==> src/rtl/wb_pkg.sv <==
// wb_pkg: shared types and defaults for the register-file write-port arbiter.
//   wb_entry_t   - queued long-latency result {rd, data}
//   REG_ZERO     - index of the hardwired-zero register
//   DEFAULT_*    - default response-queue depth and starvation limit
//   reg_mask()   - one-hot register mask that never selects register 0
package wb_pkg;

    localparam int DEFAULT_DEPTH        = 2;
    localparam int DEFAULT_STARVE_LIMIT = 4;

    localparam logic [4:0] REG_ZERO = 5'd0;

    typedef struct packed {
        logic [4:0]  rd;
        logic [31:0] data;
    } wb_entry_t;

    // Register 0 is never tracked, so its mask is empty.
    function automatic logic [31:0] reg_mask(input logic [4:0] rd);
        reg_mask = (rd == REG_ZERO) ? 32'd0 : (32'd1 << rd);
    endfunction

endpackage

==> src/rtl/wb_fifo.sv <==
// wb_fifo: synchronous FIFO of wb_entry_t holding long-latency results until
// the register-file write port is free.
//   clk, rst    - clock, synchronous active-high reset
//   push        - write push_entry at the edge (ignored when full)
//   push_entry  - entry to enqueue
//   pop         - drop the head at the edge (ignored when empty)
//   head        - oldest entry (valid when empty=0)
//   full, empty - occupancy flags
//   count       - number of stored entries, 0..DEPTH
module wb_fifo
    import wb_pkg::*;
#(
    parameter  int DEPTH = DEFAULT_DEPTH,
    localparam int AW    = $clog2(DEPTH),
    localparam int CW    = AW + 1
) (
    input  logic          clk,
    input  logic          rst,
    input  logic          push,
    input  wb_entry_t     push_entry,
    input  logic          pop,
    output wb_entry_t     head,
    output logic          full,
    output logic          empty,
    output logic [CW-1:0] count
);

    wb_entry_t     mem [DEPTH];
    logic [AW-1:0] wr_ptr;
    logic [AW-1:0] rd_ptr;
    logic          do_push;
    logic          do_pop;

    assign full    = (count == CW'(DEPTH));
    assign empty   = (count == '0);
    assign do_push = push && !full;
    assign do_pop  = pop && !empty;
    assign head    = mem[rd_ptr];

    // NOTE: storage is not reset; an entry is only ever read after it was
    // written, and the pointers/count below carry all valid state.
    always_ff @(posedge clk) begin
        if (do_push) begin
            mem[wr_ptr] <= push_entry;
        end
    end

    // NOTE: sequential state uses non-blocking assignments so every register
    // sees the pre-edge value of its neighbours.
    always_ff @(posedge clk) begin
        if (rst) begin
            wr_ptr <= '0;
            rd_ptr <= '0;
            count  <= '0;
        end else begin
            // Pointers are AW bits wide, so DEPTH being a power of two makes
            // the increment wrap naturally.
            if (do_push) wr_ptr <= wr_ptr + AW'(1);
            if (do_pop)  rd_ptr <= rd_ptr + AW'(1);
            count <= count + CW'(do_push) - CW'(do_pop);
        end
    end

endmodule

==> src/rtl/wb_port_arbiter.sv <==
// wb_port_arbiter: drives the register file's single write port, merging the
// in-order pipeline writeback with queued long-latency results, and tracks
// which registers are still owed a long-latency result.
//   clk, rst                     - clock, synchronous active-high reset
//   pipe_valid/rd/data           - pipeline writeback (no backpressure)
//   lu_issue_valid/rd            - long-latency op issued, claims rd
//   lu_resp_valid/rd/data        - long-latency result offered
//   lu_resp_ready                - response queue can accept this cycle
//   hold_pipe                    - upstream must idle the pipeline writeback
//   busy                         - per-register "result still owed" bits
//   load, dest, in               - register-file write enable/index/data
module wb_port_arbiter
    import wb_pkg::*;
#(
    parameter int DEPTH        = DEFAULT_DEPTH,
    parameter int STARVE_LIMIT = DEFAULT_STARVE_LIMIT
) (
    input  logic        clk,
    input  logic        rst,
    input  logic        pipe_valid,
    input  logic [4:0]  pipe_rd,
    input  logic [31:0] pipe_data,
    input  logic        lu_issue_valid,
    input  logic [4:0]  lu_issue_rd,
    input  logic        lu_resp_valid,
    input  logic [4:0]  lu_resp_rd,
    input  logic [31:0] lu_resp_data,
    output logic        lu_resp_ready,
    output logic        hold_pipe,
    output logic [31:0] busy,
    output logic        load,
    output logic [4:0]  dest,
    output logic [31:0] in
);

    localparam int CW = $clog2(DEPTH) + 1;
    localparam int SW = $clog2(STARVE_LIMIT + 1);

    wb_entry_t     head;
    wb_entry_t     resp_entry;
    logic          q_full;
    logic          q_empty;
    logic [CW-1:0] q_count;
    logic          push;
    logic          pop;
    logic          pipe_sel;
    logic          starve_hit;
    logic [SW-1:0] starve_cnt;
    logic [CW-1:0] drain_left;
    logic [31:0]   set_mask;
    logic [31:0]   clr_mask;

    // Ready comes from the registered count only, so a pop in the same cycle
    // never lets a new response through a full queue.
    assign lu_resp_ready = !q_full;
    assign push          = lu_resp_valid && lu_resp_ready;
    assign resp_entry    = '{rd: lu_resp_rd, data: lu_resp_data};

    // A pipeline write to x0 is a no-op and leaves the port to the queue.
    assign pipe_sel = pipe_valid && (pipe_rd != REG_ZERO);
    assign pop      = !rst && !pipe_sel && !q_empty;

    wb_fifo #(.DEPTH(DEPTH)) u_fifo (
        .clk        (clk),
        .rst        (rst),
        .push       (push),
        .push_entry (resp_entry),
        .pop        (pop),
        .head       (head),
        .full       (q_full),
        .empty      (q_empty),
        .count      (q_count)
    );

    // NOTE: every output gets a default first so no path infers a latch.
    always_comb begin
        load = 1'b0;
        dest = '0;
        in   = '0;
        if (!rst) begin
            if (pipe_sel) begin
                load = 1'b1;
                dest = pipe_rd;
                in   = pipe_data;
            end else if (pop && head.rd != REG_ZERO) begin
                load = 1'b1;
                dest = head.rd;
                in   = head.data;
            end
        end
    end

    // The counter reaches STARVE_LIMIT at this edge; hold_pipe rises with it.
    assign starve_hit = !q_empty && !pop && (starve_cnt == SW'(STARVE_LIMIT - 1));

    always_ff @(posedge clk) begin
        if (rst) begin
            starve_cnt <= '0;
            hold_pipe  <= 1'b0;
            drain_left <= '0;
        end else begin
            if (q_empty || pop) begin
                starve_cnt <= '0;
            end else if (starve_cnt != SW'(STARVE_LIMIT)) begin
                starve_cnt <= starve_cnt + SW'(1);
            end

            // While held, only the entries queued when the hold started must
            // drain; later arrivals do not extend the bubble.
            if (hold_pipe) begin
                if (pop) begin
                    drain_left <= drain_left - CW'(1);
                    if (drain_left == CW'(1)) hold_pipe <= 1'b0;
                end
            end else if (starve_hit) begin
                hold_pipe  <= 1'b1;
                drain_left <= q_count + CW'(push);
            end
        end
    end

    // A new claim and a retiring result on the same register: the claim wins.
    assign set_mask = lu_issue_valid ? reg_mask(lu_issue_rd) : '0;
    assign clr_mask = pop ? reg_mask(head.rd) : '0;

    always_ff @(posedge clk) begin
        if (rst) begin
            busy <= '0;
        end else begin
            busy <= (busy & ~clr_mask) | set_mask;
        end
    end

endmodule

==> config.mk <==
export PLATFORM = sky130hd
export DESIGN_NAME = wb_port_arbiter
export DESIGN_NICKNAME = d
export VERILOG_FILES = /design/src/rtl/wb_pkg.sv /design/src/rtl/wb_fifo.sv /design/src/rtl/wb_port_arbiter.sv
export SDC_FILE = /design/constraint.sdc
export NUM_CORES = 1
export LEC_CHECK = 0
export BUFFER_PORTS_ARGS = -buffer_cell sky130_fd_sc_hd__buf_4
export CAP_MARGIN = 20
export CORE_MARGIN = 2
export CORE_UTILIZATION = 46
export CTS_CLUSTER_DIAMETER = 100
export DETAILED_ROUTE_END_ITERATION = 8
export GPL_TIMING_DRIVEN = 0
export PLACE_DENSITY_LB_ADDON = 0.15
export SYNTH_ARGS = -nofsm -noshare
export SYNTH_HDL_FRONTEND = slang
export SYNTH_SLANG_ARGS = --single-unit
==> constraint.sdc <==
create_clock -name clk -period 4.8 [get_ports clk]
set_input_delay 0.24 -clock clk [delete_from_list [all_inputs] [get_ports clk]]
set_output_delay 0.24 -clock clk [all_outputs]
set_load 0.01 [all_outputs]
==> results of run 1 <==
==> area by class of cell <==
class | count | area (sq um)
clock buffer | 17 | 425
fill | 918 | 3940
clock inverter | 15 | 226
inverter | 13 | 48.8
timing repair buffer | 163 | 1260
multi-input combinational | 292 | 2080
sequential | 117 | 3080
tap | 143 | 179
buffer | 25 | 116
==> registers in the layout (all words and copies together), names as in the netlist, named ones only <==
| register | cells |
|---|---|
| u_fifo.mem | 74 |
| starve_cnt | 3 |
| u_fifo.count | 2 |
| busy | 32 |
| u_fifo.wr_ptr | 1 |
| u_fifo.rd_ptr | 1 |
| hold_pipe | 1 |
| drain_left | 2 |
==> critical path: cells and delay by family, from the launching register on <==
kind / cells / cell delay [ns]
buf+inv: 2 / 0.51
flops: 1 / 0.46
compound gates: 3 / 1.18
simple gates: 1 / 0.18
==> per-layer routing <==
metal  global-route usage [%]  up-vias  routed length (microns)
met2                     37.0      171                     7080
met5                        0        -                        0
met3                     5.44        9                      956
met4                     8.31        0                      102
li1                         -     2094                        -
met1                     30.2     2153                     6020
==> cells in the mapped netlist (6+ instances only) <==
library cell | count | share of area (%)
dfxtp_1 | 43 | 16
ha_1 | 7 | 1.6
inv_1 | 13 | 0.92
a21oi_1 | 40 | 3.8
o41ai_1 | 14 | 2.3
nor2_1 | 15 | 1.1
buf_2 | 12 | 1.1
mux2i_1 | 35 | 6.6
nor2b_1 | 12 | 1.4
and3b_1 | 6 | 0.99
o2bb2ai_1 | 33 | 5.4
o31ai_1 | 14 | 2.0
clkbuf_1 | 12 | 0.85
o21ai_0 | 8 | 0.75
edfxtp_1 | 74 | 42
nand2_1 | 41 | 2.9
==> stage by stage <==
stage / total power [uW] / utilization [%] / cell area (sq um)
6_report: 3320 / 65.3 / 7430
5_1_grt: 3460 / 65.3 / 7430
4_1_cts: 3340 / 64.8 / 7370
3_5_place_dp: 1940 / 59.1 / 6720
3_3_place_gp: 1910 / 58.6 / 6660
2_1_floorplan: 1650 / - / 5320
==> power by group <==
group	switching, uW	internal [uW]	leakage, uW	total, uW
logic	380	278	0.00146	658
clock network	471	925	0.000312	1400
registers	60.7	1210	0.00104	1270
==> cells by family (layout without fill, tap and decap cells) <==
| family | after synthesis | count (layout) | synth area share [%] |
|---|---|---|---|
| AO/OA/AOI/OAI | 137 | 137 | 18.9 |
| XOR/XNOR | 4 | 4 | 0.659 |
| flip-flops | 117 | 117 | 58.0 |
| multiplexers | 38 | 38 | 7.30 |
| adder cells (fa/ha/maj) | 7 | 7 | 1.65 |
| AND/OR/NAND/NOR | 106 | 106 | 10.4 |
| buffers and inverters | 38 | 233 | 3.11 |
==> final timing paths <==
path,from,endpoint,slack [ns],depth (start not counted)
worst max-delay path,u_fifo.mem[0][33],in[0],1.83,6
worst min-delay path,lu_resp_data[4],u_fifo.mem[0][4],0.02,1
worst max register to register,flip-flop,busy[17],2.68,6
worst min register to register,busy[15],busy[15],0.46,2
==> cells in the final DEF (no fill, tap or decap), drive strengths merged, types with 3 or more instances in the layout <==
master       synthesis  layout
o211ai               3       3
ha                   7       7
inv                 13      16
o31ai               14      14
mux2i               35      35
nand2b               4       4
nor2b               12      12
o2bb2ai             33      33
dfxtp               43      43
nor2                15      15
mux2                 3       3
o41ai               17      17
buf                 13     170
dlygate4sd3          0       6
nand3                5       5
a21oi               40      40
and2                 3       3
bufinv               0       5
o21ai                9       9
nor3b                3       3
clkinv               0       5
and3b                6       6
or3                  5       5
and3                 3       3
a32oi                4       4
nand2               41      41
edfxtp              74      74
clkbuf              12      29
==> key figures, run 1 <==
Run status
  • Status: finished, final reports clean

Die
  • DIE AREA: 12400 sq um
  • Core area: 11400 sq um
  • Die W: 112 microns
  • I/O pin cnt: 156
  • Rows: 39
  • DIE HEIGHT: 112 microns
  • Initial core utilization: 46.8%

Logic synthesis
  • Ys Warns: 0
  • Net Count, Synth: 538
  • Synth async-reset ratio: 0%
  • Post-Syn Area: 5320 sq um
  • Distinct cells, synth: 50
  • Seq/Total Area, Yosys: 58.0%
  • Primary FF master, synth: edfxtp_1
  • EDFF count, synth: 74
  • Syn avg cell area: 11.9 sq um
  • Synth Register Bits: 117
  • Synth Instances: 447

Timing
  • Hold WS: 0.0186 ns
  • Setup WS post-layout: 1.83 ns
  • Least-Margin Pin Slew: 0.886 ns
  • Fin Clk Skew: 0.00734 ns
  • Final hold vios: 0
  • F_max: 336 MHz
  • Final Cycle Share: 62.0%
  • Final worst path period need: 2.97 ns
  • RSZ-0062 raised after global routing: false
  • Setup violations, final: 0
  • Max Slew Vio Count: 0
  • Rel. slew slack: 41.0%
  • Final TNS setup: 0 ns

Global route
  • Grt ovf: 0
  • Vias in the first global route: 4441
  • Largest net degree at the start of global routing: 38
  • First-pass GRT wire length: 22.2 mm
  • Initial antenna violation count: 0
  • Total Routing Usage GR: 22.8%

Cells and area
  • Layout cells sized above 1: 33.3%
  • Area grow syn2layout: 39.7%
  • ANT cells: 0
  • Nets@finish: 720
  • Finished Layout Cells: 785

CTS
  • H-tree Lvls: 4
  • Clk buf depth: 2
  • Clk sink count: 117
  • Hold Buf Count CTS: 0
  • CTS tree: done
  • Reg clk slew, reported paths: 0.06 ns
  • Cts repair resizes: 0
  • Skew-Pair Late Insertion Delay: 0.40 ns
  • TritonCTS Buffers: 17
  • Post-CTS Setup Inserts: 0
  • Root Driver: clkbuf_16

Place
  • I/O Buffers: 155
  • Placed Cells: 747
  • Detailed Place HPWL: 10.0 mm
  • Worst slack, placed: 2.25 ns
  • Global placer's final weighted congestion: 0.908

Drt
  • DRC errors left: 0
  • Final ANT Viol Nets: 0
  • Drt first pass iters: 5
  • Routed WL per cell: 18.0 microns
  • DR vias: 4427
  • Via density: 5.64
  • Initial DRC Count: 427
  • Final wirelength: 14.2 mm

Power and ir drop
  • VDD IR max: 0.000235 V
  • Power per cell area: 447 nW/um^2
  • Leakage: 0.00281 uW

Critical path
  • CP required: 4.56 ns
  • Worst Path Max Fanout: 10
  • Arrival @ worst endpoint: 2.73 ns
  • Worst-path cell chain: nor2_1 -> a22oi_1 -> o311ai_2 -> buf_2 -> o2bb2ai_1 -> buf_4
  • Kind of critical path: reg -> out
  • Max stage delay on crit path: 0.83 ns
  • Worst path slowest cell: o311ai_2
  • Crit path capture type: output port
  • CP Launch Type: flip-flop

Hold path
  • HP Class: in -> reg

Job
  • Max cap viols: 0
Power figures use the tool's default switching activity.
==> run 2: changes to the inputs <==
clock period = 2.9 ns   (was 4.8 ns; I/O delays follow)
==> run 2 against run 1 <==
Flip-flop and latch count stayed put. Utilization up 2.8 points. Clock power is 65% higher. Routed wire length is 2.4% higher. Critical path depth did not move. Hold slack improved by 0.047 ns. Critical endpoint unchanged. Largest cell class unchanged. Highest routed layer unchanged.
==> key figures, run 2 (same netlist as run 1, synthesis figures left out) <==
Critical path
  • R2R Path End: busy[17]
  • Worst-path cell chain: nor2_1 -> a21oi_1 -> o311ai_4 -> buf_2 -> o2bb2ai_1 -> buf_4
  • Crit path capture type: output port
  • Worst path slowest cell: a21oi_1
  • Critical path origin: u_fifo.mem[1][32]
  • Worst Path Max Fanout: 10 (unchanged)
  • CP delay by family, top: compound AO/OA/AOI/OAI gates
  • CP required: 2.76 ns (-1.80 ns)
  • CP Launch Type: flip-flop
  • Sum of buffers and inverters on the critical path: 2 (unchanged)
  • Worst R2R Path Depth: 6 (unchanged)
  • CP Depth: 6 (unchanged)
  • Max stage delay on crit path: 0.67 ns (-0.16 ns)
  • Reg2Reg Setup Slack: 0.80 ns (-1.88 ns)
  • Arrival @ worst endpoint: 2.60 ns (-0.13 ns)
  • Kind of critical path: reg -> out

Cells and area
  • Layout cells sized above 1: 31.8% (-1.5 points)
  • Nets@finish: 751 (+4.3%)
  • Commonest non-fill, non-tap cells in the layout: 155 x buf_4, 74 x edfxtp_1, 43 x dfxtp_1, 41 x nand2_1, 40 x a21oi_1
  • Top flop regs: u_fifo.mem (74), busy (32), starve_cnt (3)
  • ANT cells: 0 (unchanged)
  • Area grow syn2layout: 45.7%
  • Sequential cell area: 3080 sq um (unchanged)
  • Most common cell after layout, fill and taps aside: buf_4
  • Area of the multi-input gates: 2090 sq um (+0.48%)
  • Fillers: 884 (-3.7%)
  • Biggest register: u_fifo.mem
  • Number of flip-flops in the largest register: 74 (unchanged)

Power and ir drop
  • VDD IR max: 0.000379 V (+61%)
  • Power per cell area: 716 nW/um^2 (+60%)
  • Overall power: 5540 uW (+67%)
  • Leakage: 0.00294 uW (+4.7%)

Timing
  • F_max: 365 MHz
  • Rel. slew slack: 41.8% (+0.84 points)
  • Hold WS: 0.0655 ns (+0.0468 ns)
  • RSZ-0062 raised after global routing: false
  • Max Slew Vio Count: 0 (unchanged)
  • Final TNS setup: 0 ns (unchanged)
  • Setup violations, final: 0 (unchanged)
  • Final worst path period need: 2.74 ns
  • Final hold vios: 0 (unchanged)
  • Fin Clk Skew: 0.00728 ns (-0.0000658 ns)
  • Final Cycle Share: 94.6%
  • Least-Margin Pin Slew: 0.873 ns (-0.0126 ns)

Drt
  • DR vias: 4538 (+2.5%)
  • Final wirelength: 14.5 mm (+2.4%)
  • Met3 WL post-DR: 893 microns (-6.6%)
  • DRC errors left: 0 (unchanged)
  • Routed WL per cell: 17.8 microns (-1.5%)
  • Initial DRC Count: 436 (+2.1%)
  • Final ANT Viol Nets: 0 (unchanged)
  • Metal2 WL: 7.23 mm (+2.2%)
  • DRT met1 WL: 6.21 mm (+3.1%)
  • Drt first pass iters: 5 (unchanged)
  • Max layer used: met4
  • Via density: 5.56 (-1.4%)

Global route
  • Vias in the first global route: 4669 (+5.1%)
  • First-pass GRT wire length: 23.0 mm (+3.5%)
  • Total Routing Usage GR: 23.5% (+0.64 points)
  • Largest net degree at the start of global routing: 38 (unchanged)
  • Grt ovf: 0 (unchanged)
  • Initial antenna violation count: 0 (unchanged)

Die
  • I/O pin cnt: 156 (unchanged)
  • DIE HEIGHT: 112 microns (unchanged)
  • Initial core utilization: 46.8% (unchanged)
  • Rows: 39 (unchanged)
  • Core area: 11400 sq um (unchanged)
  • DIE AREA: 12400 sq um (unchanged)
  • Die W: 112 microns (unchanged)

Run status
  • Status: finished, final reports clean

Place
  • I/O Buffers: 155 (unchanged)
  • Detailed Place HPWL: 10.0 mm (unchanged)
  • Global placer's final weighted congestion: 0.908 (unchanged)

CTS
  • Skew-Pair Late Insertion Delay: 0.40 ns (about the same)
  • H-tree Lvls: 4 (unchanged)
  • TritonCTS Buffers: 17 (unchanged)
  • Root Driver: clkbuf_16
  • CTS tree: done
  • Clk sink count: 117 (unchanged)
  • Post-CTS Setup Inserts: 0 (unchanged)
  • Reg clk slew, reported paths: 0.06 ns (about the same)
  • Clk buf depth: 2 (unchanged)

Hold path
  • Beginning of the worst hold path: lu_issue_rd[3]
  • HP Class: in -> reg
  • Cells on Worst Hold Path: 3 (+2)
  • Worst Hold Endpoint: busy[10]

Job
  • Max cap viols: 0 (unchanged)
## run 2: changes by cell type in the layout (fill, tap and decap cells not counted), sizes merged
cell	previous run	this run
dlygate4sd3	6	37
## run 2: how the worst max path moves through the flow
| stage | end | slack [ns] |
|---|---|---|
| after floorplan | u_fifo.mem[0][0] | 0.19 |
| after global placement | u_fifo.mem[0][2] | -0.74 |
| after detailed placement | in[17] | 0.44 |
| after CTS | in[0] | 0.20 |
| after global routing | in[0] | 0.10 |
| final | in[0] | 0.16 |
## run 2: worst reg2reg max path: stages (launching register included)
cell      delay, ns
dfxtp_1        0.43
buf_2          0.25
buf_2          0.25
mux2i_1        0.42
o211ai_1       0.20
o31ai_1        0.30
a21oi_1        0.12
## run 2: power by group
group | total (uW) | switching (uW) | internal [uW]
logic | 1140 | 648 | 490
clock network | 2310 | 779 | 1530
registers | 2100 | 99.6 | 2000
## run 2: through the flow
step / worst slack [ns] / utilization (%) / area [sq um] / cells
4_1_cts: 0.202 / 68.1 / 7750 / 816
6_report: 0.158 / 68.1 / 7750 / 816
5_1_grt: 0.102 / 68.1 / 7750 / 816
3_5_place_dp: 0.442 / 59.1 / 6720 / 747
3_3_place_gp: -0.736 / 58.6 / 6660 / 745
2_1_floorplan: 0.195 / - / 5320 / 447
## run 2: what timing repair did
item,in CTS,in global routing
hold buffers,37,0
setup endpoints to repair,1,0
endpoints found under the hold margin,74,0
gates resized for setup,1,0
## run 2: final cells by class
| class | count | area share [%] |
|---|---|---|
| Buffer | 25 | 1.50 |
| Clock buffer | 17 | 5.49 |
| Clock inverter | 15 | 2.92 |
| Inverter | 13 | 0.630 |
| Multi-Input combinational cell | 292 | 27.0 |
| Sequential cell | 117 | 39.8 |
| Tap cell | 143 | 2.31 |
| Timing Repair Buffer | 194 | 20.3 |
## run 2: metal layers
| layer | GRT usage [%] | up-vias |
|---|---|---|
| met5 | 0 | - |
| met4 | 9.47 | 0 |
| met3 | 4.79 | 11 |
| met2 | 38.2 | 168 |
| met1 | 31.0 | 2207 |
| li1 | - | 2152 |
